## config.mk

```make
export PLATFORM = sky130hd
export DESIGN_NAME = keypad_scan
export DESIGN_NICKNAME = d
export VERILOG_FILES = /design/src/rtl/keypad_scan.sv
export SDC_FILE = /design/constraint.sdc
export NUM_CORES = 1
export LEC_CHECK = 0
export ABC_CLOCK_PERIOD_IN_PS = 2100
export CORE_ASPECT_RATIO = 0.8
export CORE_UTILIZATION = 30
export DETAILED_ROUTE_END_ITERATION = 16
export SETUP_SLACK_MARGIN = 0.15
export SLEW_MARGIN = 20
export SYNTH_ARGS = -nofsm -noshare
export SYNTH_HDL_FRONTEND = slang
export SYNTH_SLANG_ARGS = --single-unit
```

## constraint.sdc

```tcl
create_clock -name clk -period 2.1 [get_ports clk]
set_input_delay 0.315 -clock clk [delete_from_list [all_inputs] [get_ports clk]]
set_output_delay 0.315 -clock clk [all_outputs]
set_load 0.03 [all_outputs]
```

## src/rtl/keypad_scan.sv

```systemverilog
// 4x4 matrix keypad scanner: drives one column low at a time, samples the
// synchronized rows once per column dwell, debounces press and release, and
// hands accepted keys to a consumer through a valid/ack pair with a sticky
// overrun flag for keys that arrive while the previous one is unacknowledged.
module keypad_scan #(
    parameter int SCAN_DIV   = 1000,
    parameter int DEBOUNCE_N = 8
) (
    input  logic       clk,
    input  logic       rst_n,      // active-high synchronous reset despite the name
    input  logic [3:0] row,
    output logic [3:0] col,
    output logic [3:0] key_code,
    output logic       key_valid,
    input  logic       key_ack,
    output logic       key_down,
    output logic       overrun
);

    localparam int DIV_W = (SCAN_DIV > 1) ? $clog2(SCAN_DIV) : 1;
    localparam int CNT_W = $clog2(DEBOUNCE_N + 1);

    localparam logic [DIV_W-1:0] DIV_LAST = DIV_W'(SCAN_DIV - 1);
    localparam logic [CNT_W-1:0] CNT_ONE  = CNT_W'(1);
    localparam logic [CNT_W-1:0] CNT_LAST = CNT_W'(DEBOUNCE_N);

    localparam logic [1:0] S_SCAN       = 2'd0;
    localparam logic [1:0] S_PRESS_DB   = 2'd1;
    localparam logic [1:0] S_HOLD       = 2'd2;
    localparam logic [1:0] S_RELEASE_DB = 2'd3;

    logic [3:0]       r_sync1;
    logic [3:0]       r_rs;
    logic [DIV_W-1:0] r_div;
    logic [1:0]       r_state;
    logic [1:0]       r_col_idx;
    logic [1:0]       r_row_idx;
    logic [CNT_W-1:0] r_cnt;
    logic [3:0]       r_key_code;
    logic             r_key_valid;
    logic             r_overrun;

    logic             w_tick;
    logic             w_any_low;
    logic [1:0]       w_low_idx;
    logic             w_row_low;
    logic [CNT_W-1:0] w_cnt_inc;
    logic [1:0]       w_state_nxt;
    logic [1:0]       w_col_nxt;
    logic [1:0]       w_row_nxt;
    logic [CNT_W-1:0] w_cnt_nxt;
    logic             w_accept;
    logic [3:0]       w_acc_code;

    // Two-flop synchronizer for the asynchronous, pulled-up row inputs.
    // NOTE: non-blocking assignments so r_rs takes the old r_sync1, giving two real stages.
    always_ff @(posedge clk) begin
        if (rst_n) begin
            r_sync1 <= 4'hF;
            r_rs    <= 4'hF;
        end else begin
            r_sync1 <= row;
            r_rs    <= r_sync1;
        end
    end

    // Free-running dwell counter; the tick marks the last cycle of each dwell.
    always_ff @(posedge clk) begin
        if (rst_n) begin
            r_div <= '0;
        end else if (r_div == DIV_LAST) begin
            r_div <= '0;
        end else begin
            r_div <= r_div + 1'b1;
        end
    end

    assign w_tick    = (r_div == DIV_LAST);
    assign w_any_low = ~&r_rs;
    assign w_row_low = ~r_rs[r_row_idx];
    assign w_cnt_inc = r_cnt + CNT_ONE;

    // Lowest-index active row wins when several rows read low.
    always_comb begin
        w_low_idx = 2'd0;
        if (!r_rs[0])      w_low_idx = 2'd0;
        else if (!r_rs[1]) w_low_idx = 2'd1;
        else if (!r_rs[2]) w_low_idx = 2'd2;
        else if (!r_rs[3]) w_low_idx = 2'd3;
    end

    // Scan/debounce FSM next-state logic; every decision happens on a tick.
    always_comb begin
        // NOTE: every output gets a default first, so no path can infer a latch.
        w_state_nxt = r_state;
        w_col_nxt   = r_col_idx;
        w_row_nxt   = r_row_idx;
        w_cnt_nxt   = r_cnt;
        w_accept    = 1'b0;
        w_acc_code  = {r_row_idx, r_col_idx};
        case (r_state)
            S_SCAN: begin
                if (w_tick) begin
                    if (w_any_low) begin
                        w_row_nxt  = w_low_idx;
                        w_acc_code = {w_low_idx, r_col_idx};
                        w_cnt_nxt  = CNT_ONE;
                        if (DEBOUNCE_N == 1) begin
                            w_state_nxt = S_HOLD;
                            w_accept    = 1'b1;
                        end else begin
                            w_state_nxt = S_PRESS_DB;
                        end
                    end else begin
                        w_col_nxt = r_col_idx + 2'd1;
                    end
                end
            end
            S_PRESS_DB: begin
                if (w_tick) begin
                    if (w_row_low) begin
                        w_cnt_nxt = w_cnt_inc;
                        if (w_cnt_inc == CNT_LAST) begin
                            w_state_nxt = S_HOLD;
                            w_accept    = 1'b1;
                        end
                    end else begin
                        w_state_nxt = S_SCAN;
                        w_col_nxt   = r_col_idx + 2'd1;
                    end
                end
            end
            S_HOLD: begin
                if (w_tick && !w_row_low) begin
                    w_cnt_nxt = CNT_ONE;
                    // A single stable sample is already a complete release.
                    if (DEBOUNCE_N == 1) begin
                        w_state_nxt = S_SCAN;
                        w_col_nxt   = r_col_idx + 2'd1;
                    end else begin
                        w_state_nxt = S_RELEASE_DB;
                    end
                end
            end
            S_RELEASE_DB: begin
                if (w_tick) begin
                    if (!w_row_low) begin
                        w_cnt_nxt = w_cnt_inc;
                        if (w_cnt_inc == CNT_LAST) begin
                            w_state_nxt = S_SCAN;
                            w_col_nxt   = r_col_idx + 2'd1;
                        end
                    end else begin
                        w_state_nxt = S_HOLD;
                    end
                end
            end
            default: begin
                w_state_nxt = S_SCAN;
            end
        endcase
    end

    // FSM, column and debounce registers.
    always_ff @(posedge clk) begin
        if (rst_n) begin
            r_state   <= S_SCAN;
            r_col_idx <= 2'd0;
            r_row_idx <= 2'd0;
            r_cnt     <= '0;
        end else begin
            r_state   <= w_state_nxt;
            r_col_idx <= w_col_nxt;
            r_row_idx <= w_row_nxt;
            r_cnt     <= w_cnt_nxt;
        end
    end

    // Consumer handshake: an acceptance loads the key unless an unacked key is
    // still pending; an ack in the same cycle frees the slot for the new key.
    always_ff @(posedge clk) begin
        if (rst_n) begin
            r_key_code  <= 4'd0;
            r_key_valid <= 1'b0;
            r_overrun   <= 1'b0;
        end else if (w_accept) begin
            if (!r_key_valid || key_ack) begin
                r_key_code  <= w_acc_code;
                r_key_valid <= 1'b1;
            end else begin
                r_overrun   <= 1'b1;
            end
        end else if (key_ack && r_key_valid) begin
            r_key_valid <= 1'b0;
        end
    end

    assign col       = ~(4'b0001 << r_col_idx);
    assign key_code  = r_key_code;
    assign key_valid = r_key_valid;
    assign key_down  = (r_state == S_HOLD) || (r_state == S_RELEASE_DB);
    assign overrun   = r_overrun;

endmodule

```

# After elaboration in Yosys (flattened, before gate mapping)
# Cells that the tools add are included.
totals:
  wordCells: 95
  out_inout_bits: 11
  ff_bits: 34
  in_bits: 7
op_classes:
  add_sub_neg: 3
  n_lt_le_gt_ge: 1
  n_reduce_logical: 17
  shift: 1
  eq_ne: 18
  n_mux: 42
  n_bitwise: 3
op_table:
  columns: ["cell", "n"]
  rows:
  - ["two-way mux 2 bit", 20]
  - ["two-way mux 4 bit", 10]
  - ["!= test 2 bit (second input constant)", 10]
  - ["case mux 4 bit (4 select lines)", 1]
  - ["AND reduction 7 bit", 2]
  - ["adder 10 x 1 -> 10 bit (second input constant)", 1]
  - ["== test 10 bit (second input constant)", 1]
  - ["two-way mux 1 bit", 8]
  - ["case mux 2 bit (4 select lines)", 1]
  - ["AND reduction 8 bit", 1]
  - ["!= test 3 bit (second input constant)", 2]
  - ["case mux 2 bit (3 select lines)", 1]
  - ["AND reduction 2 bit", 3]
  - ["adder 4 x 1 -> 4 bit (second input constant)", 1]
  - ["== test 2 bit (second input constant)", 2]
  - ["== test 4 bit (second input constant)", 1]
  - ["NOT 4 bit", 1]
  - ["AND reduction 4 bit", 1]
  - ["left shift 1 x 2 -> 4 bit (first input constant)", 1]
  - ["< comparator 2 x 3 -> 1 bit (second input constant)", 1]
  - ["AND reduction 3 bit", 1]
  - ["nonzero test 3 bit", 1]
  - ["adder 2 x 1 -> 2 bit (second input constant)", 1]
  - ["binary-select mux 1 bit (select 2 bit)", 1]
  - ["other kinds (9)", 12]

# Depth between registers and ports, before layout
depth:
  word_depth: 8
  ltp_mapped: 7
  depth_no_buf: 6

# Least setup slack after synthesis
# OpenSTA, ideal clock, no wires.
synth_timing:
  kind: "reg2reg"
  start: "reg r_div[2]"
  end: "reg r_key_code[0], in the netlist key_code[0]"
  setup_time_ns: 0.128
  path_buffers: 1
  required_time_ns: 1.972
  t_arrival_ns: 1.915
  path_slack_ns: 0.058
  period_less_slack_ns: 2.042
  stages_incl_launch_ff: 7
  cell_sequence: "dfxtp_1 or3b_4 or3_1 or4_1 buf_2 mux2i_1 nor2_1"
synth_between:
  elab_chain_cells: 4
  elab_cells_between_ends: 6
  classes_between: "1 x eq/ne; 4 x mux; 1 x reduce/logical"
synth_lines:
  columns: ["item", "line", "rtl"]
  rows:
  - ["start: declaration", "34", "logic [DIV_W-1:0] r_div;"]
  - ["start signal: assignment", "74", "r_div <= r_div + 1'b1;"]
  - ["== test 10 bit *", "78", "assign w_tick = (r_div == DIV_LAST);"]
  - ["two-way mux 1 bit", "120", "if (w_tick) begin"]
  - ["two-way mux 1 bit", "101", "case (r_state)"]
  - ["AND reduction 2 bit (no line)", null, null]
  - ["end signal: assignment", "188", "r_key_code <= w_acc_code;"]
  - ["end: declaration", "39", "logic [3:0] r_key_code;"]
# Every way passes the cells marked *; elsewhere a longest branch is shown, timed or not.
# A chain may end at the register's enable or synchronous reset.

# Worst setup path in the final report
# Ends and elaborated chain as after synthesis.

==> summary.txt <==
Status: complete, no violations
Leakage: 0.800 nW
Most common cell after layout, fill and taps aside: dfxtp_1
Final setup violating endpoints: 0
Layout Nets: 212
Skew-Pair Late Insertion Delay: 280 ps
Max IR drop VDD: 0.363 mV
Clock Tree Root: clkbuf_8
Count of pins over their slew limit: 0
IO Count: 18
Crit. End Element: register
Max-cap check violation count: 0
First-pass GRT wire length: 4950 um
Setup Crit Path Kind: reg2reg
Largest family of logic cells by synthesized area: simple AND/OR/NAND/NOR gates
Total CTS buffers: 5
Hold path cells: 1
Hold_buf cts: 0
Post-synthesis register bit count: 34
Residual DRC: 0
Die Y: 66.2 um
DIE WIDTH: 82.2 um
Final hold slack: 407 ps
Synth Area in Compound Gates: 9.00%
Final Hold Fails: 0
Tot GR Track Use: 12.2%
Req. time, crit path: 2270 ps
Initial DRC count: 31
Antenna Cells: 0
Max Freq: 0.518 GHz
Comb power frac: 5.4%
DR vias: 1252
Layout Skew: 6.60 ps
Sequential share of the synthesized area: 44.1%
Worst R2R End: key_code[0]
Rows: 22
Vias per inst: 4.82
CTS tree: yes
DR WL/cell: 11.5 um
Syn nets: 183
Worst Reg2Reg Path Length in Cells: 5
HP Class: reg2reg
Slew HR: 73.7%
Setup crit start kind: register
Distinct cells, synth: 45
PD cells: 616 nW/um^2
Clk buf depth: 2
Total length of routed wires: 2980 um
Die area: 5440 um^2
Final period util: 91.9%
Buf+Inv Stages, Crit Path: 0
NetSw: 0.255 mW
YS warnings: 0
Crit-path max cell delay: 470 ps
Port Buffers: 17
Tmin final: 1930 ps
Sw Share: 21.1%
Core footprint: 4760 um^2
DRT antenna net count: 0
Starting Density: 32.4%
Clk sink count: 34
Final HPWL DP: 2010 um
Initial antenna violation count: 0
Post-Synth XOR/XNOR Area: 3.40%
Core Util, Final: 41.3%
Post-synthesis cell area: 1540 um^2
Slowest cell on crit path: or4_4
Adder-Cell Fraction of Synth Area: 4.86%
Post-synthesis average cell area: 9.08 um^2
Vias in the first global route: 1088
Simple-Gate Fraction of Synth Area: 27.9%
Clock transition at path regs: 60 ps
CP top delay family: simple AND/OR/NAND/NOR gates
First-pass iteration count of the detailed router: 4
Worst R2R Start: r_div[2]
Maximum number of pins on one net before global-route repair: 14
Synth Instances: 170
Pin slew with the least headroom to its limit: 394 ps
Unrepaired setup endpoints after global routing: true
Internal power: 0.956 mW
Worst hold start: r_sync1[3]
Filler cells: 486
Reg power frac: 54.9%
Most frequent cells in the layout: dfxtp_1 (31), nor2_1 (23), clkdlybuf4s50_1 (13)
Hold endpoint: r_rs[3]
Crit-path cells: or3b_4 > or3_4 > or4_4 > mux2i_1 > nor2_1
Setup tns final: 0 ps
Layout cells sized above 1: 20.5%
Remaining Overflow, GRT: 0
Proportion of synthesized area in mux cells: 6.32%
Critical path data arrival time: 2100 ps
R2R Setup Slk: 170 ps
P&R area growth vs syn: 27.3%
Placer Congestion: 0.758
Crit-path max FO: 4
Clk pwr share: 39.7%
H-tree levels: 2
==> cell usage after synthesis, drive strengths merged <==
cell	instances	share of area, %
a311oi	1	0.57
mux2i	6	3.9
a41oi	1	0.57
o211a	1	0.65
nand2b	4	1.6
nor4	1	0.81
xnor2	1	0.57
mux4	1	1.7
clkbuf	6	1.5
ha	6	4.9
o21ai	4	1.3
nand3	9	2.9
buf	1	0.32
nand4bb	1	0.73
or2	9	3.6
nand2	7	1.7
o22ai	1	0.41
nor2	23	5.6
a21boi	1	0.49
nor4b	1	0.57
a21oi	5	1.6
o41ai	1	0.57
or3b	2	1.3
and4	1	0.57
or4	1	0.49
a211oi	1	0.49
a31oi	1	0.41
mux2	1	0.73
inv	11	2.7
o311ai	1	0.57
o2111ai	1	0.57
and2	1	0.41
or3	4	1.7
nand4	3	1.2
xor2	5	2.8
and3b	1	0.57
nor3	3	0.97
and3	3	1.3
nand4b	1	0.57
nor2b	3	1.2
o41a	1	0.81
dfxtp	34	44
==> flip-flops by register name, indices dropped and copies added, names as in the netlist, named ones only <==
name,cells
r_row_idx,2
r_sync1,4
key_code,4
r_col_idx,2
key_valid,1
r_rs,4
overrun,1
r_state,1
r_cnt,4
r_div,10
==> per-stage QoR <==
stage,cell area (um^2),setup slack (ps),power (mW),instances
floorplan,1540,163,0.715,170
global placement,1820,143,0.738,248
detailed placement,1820,99.5,0.738,248
CTS,1930,145,1.22,257
global route,1970,107,1.27,260
finish,1970,170,1.21,260
==> logic make-up (layout without fill, tap and decap cells) <==
family | count (synthesis) | in the layout
xor gates and xnor gates | 6 | 6
DFF | 34 | 34
and+or+nand+nor | 78 | 78
adders and majority gates | 6 | 6
AOI/OAI and AO/OA | 20 | 20
buffers and inverters | 18 | 48
muxes | 8 | 8
==> worst max-delay path by stage <==
stage / start / endpoint / slack [ps] / depth (start not counted)
after detailed placement: r_div[2] / key_code[2] / 100 / 5
after global routing: r_div[2] / key_code[1] / 110 / 5
after CTS: r_div[2] / key_code[2] / 150 / 5
after floorplan: r_row_idx[0] / r_cnt[3] / 160 / 5
final: r_div[2] / key_code[0] / 170 / 5
after global placement: r_div[2] / key_code[1] / 140 / 5
==> power groups by stage <==
stage          clock network [mW]  registers [mW]  logic (mW)
2_1_floorplan                   0           0.678      0.0371
5_1_grt                     0.536           0.665      0.0732
3_5_place_dp                    0           0.680      0.0585
3_3_place_gp                    0           0.680      0.0583
6_report                    0.481           0.665      0.0652
4_1_cts                     0.499           0.665      0.0599
==> metal layers <==
metal | GRT usage (%) | part of all wire [%]
met2 | 16.6 | 41
met4 | 5.26 | 0.94
met3 | 4.69 | 4.9
met5 | 0 | 0
met1 | 16.8 | 54
==> area by class of cell <==
class / count / area, um^2 / share of cell area (%)
Timing Repair Buffer: 29 / 259 / 13.2
Multi-Input combinational cell: 118 / 812 / 41.3
Clock inverter: 1 / 5.00 / 0.255
Tap cell: 60 / 75.1 / 3.82
Clock buffer: 7 / 86.3 / 4.39
Sequential cell: 34 / 687 / 34.9
Inverter: 11 / 41.3 / 2.10
==> what timing repair did <==
action	CTS	global route
setup endpoints to repair	9	14
pin swaps	0	2
gates resized for setup	5	6
setup buffers	1	3
==> worst reg2reg max path, stage by stage, from the launching register on <==
cell     delay [ps]
dfxtp_4         360
or3b_4          400
or3_4           380
or4_4           470
mux2i_1         170
nor2_1           50
Power figures use the tool's default switching activity.
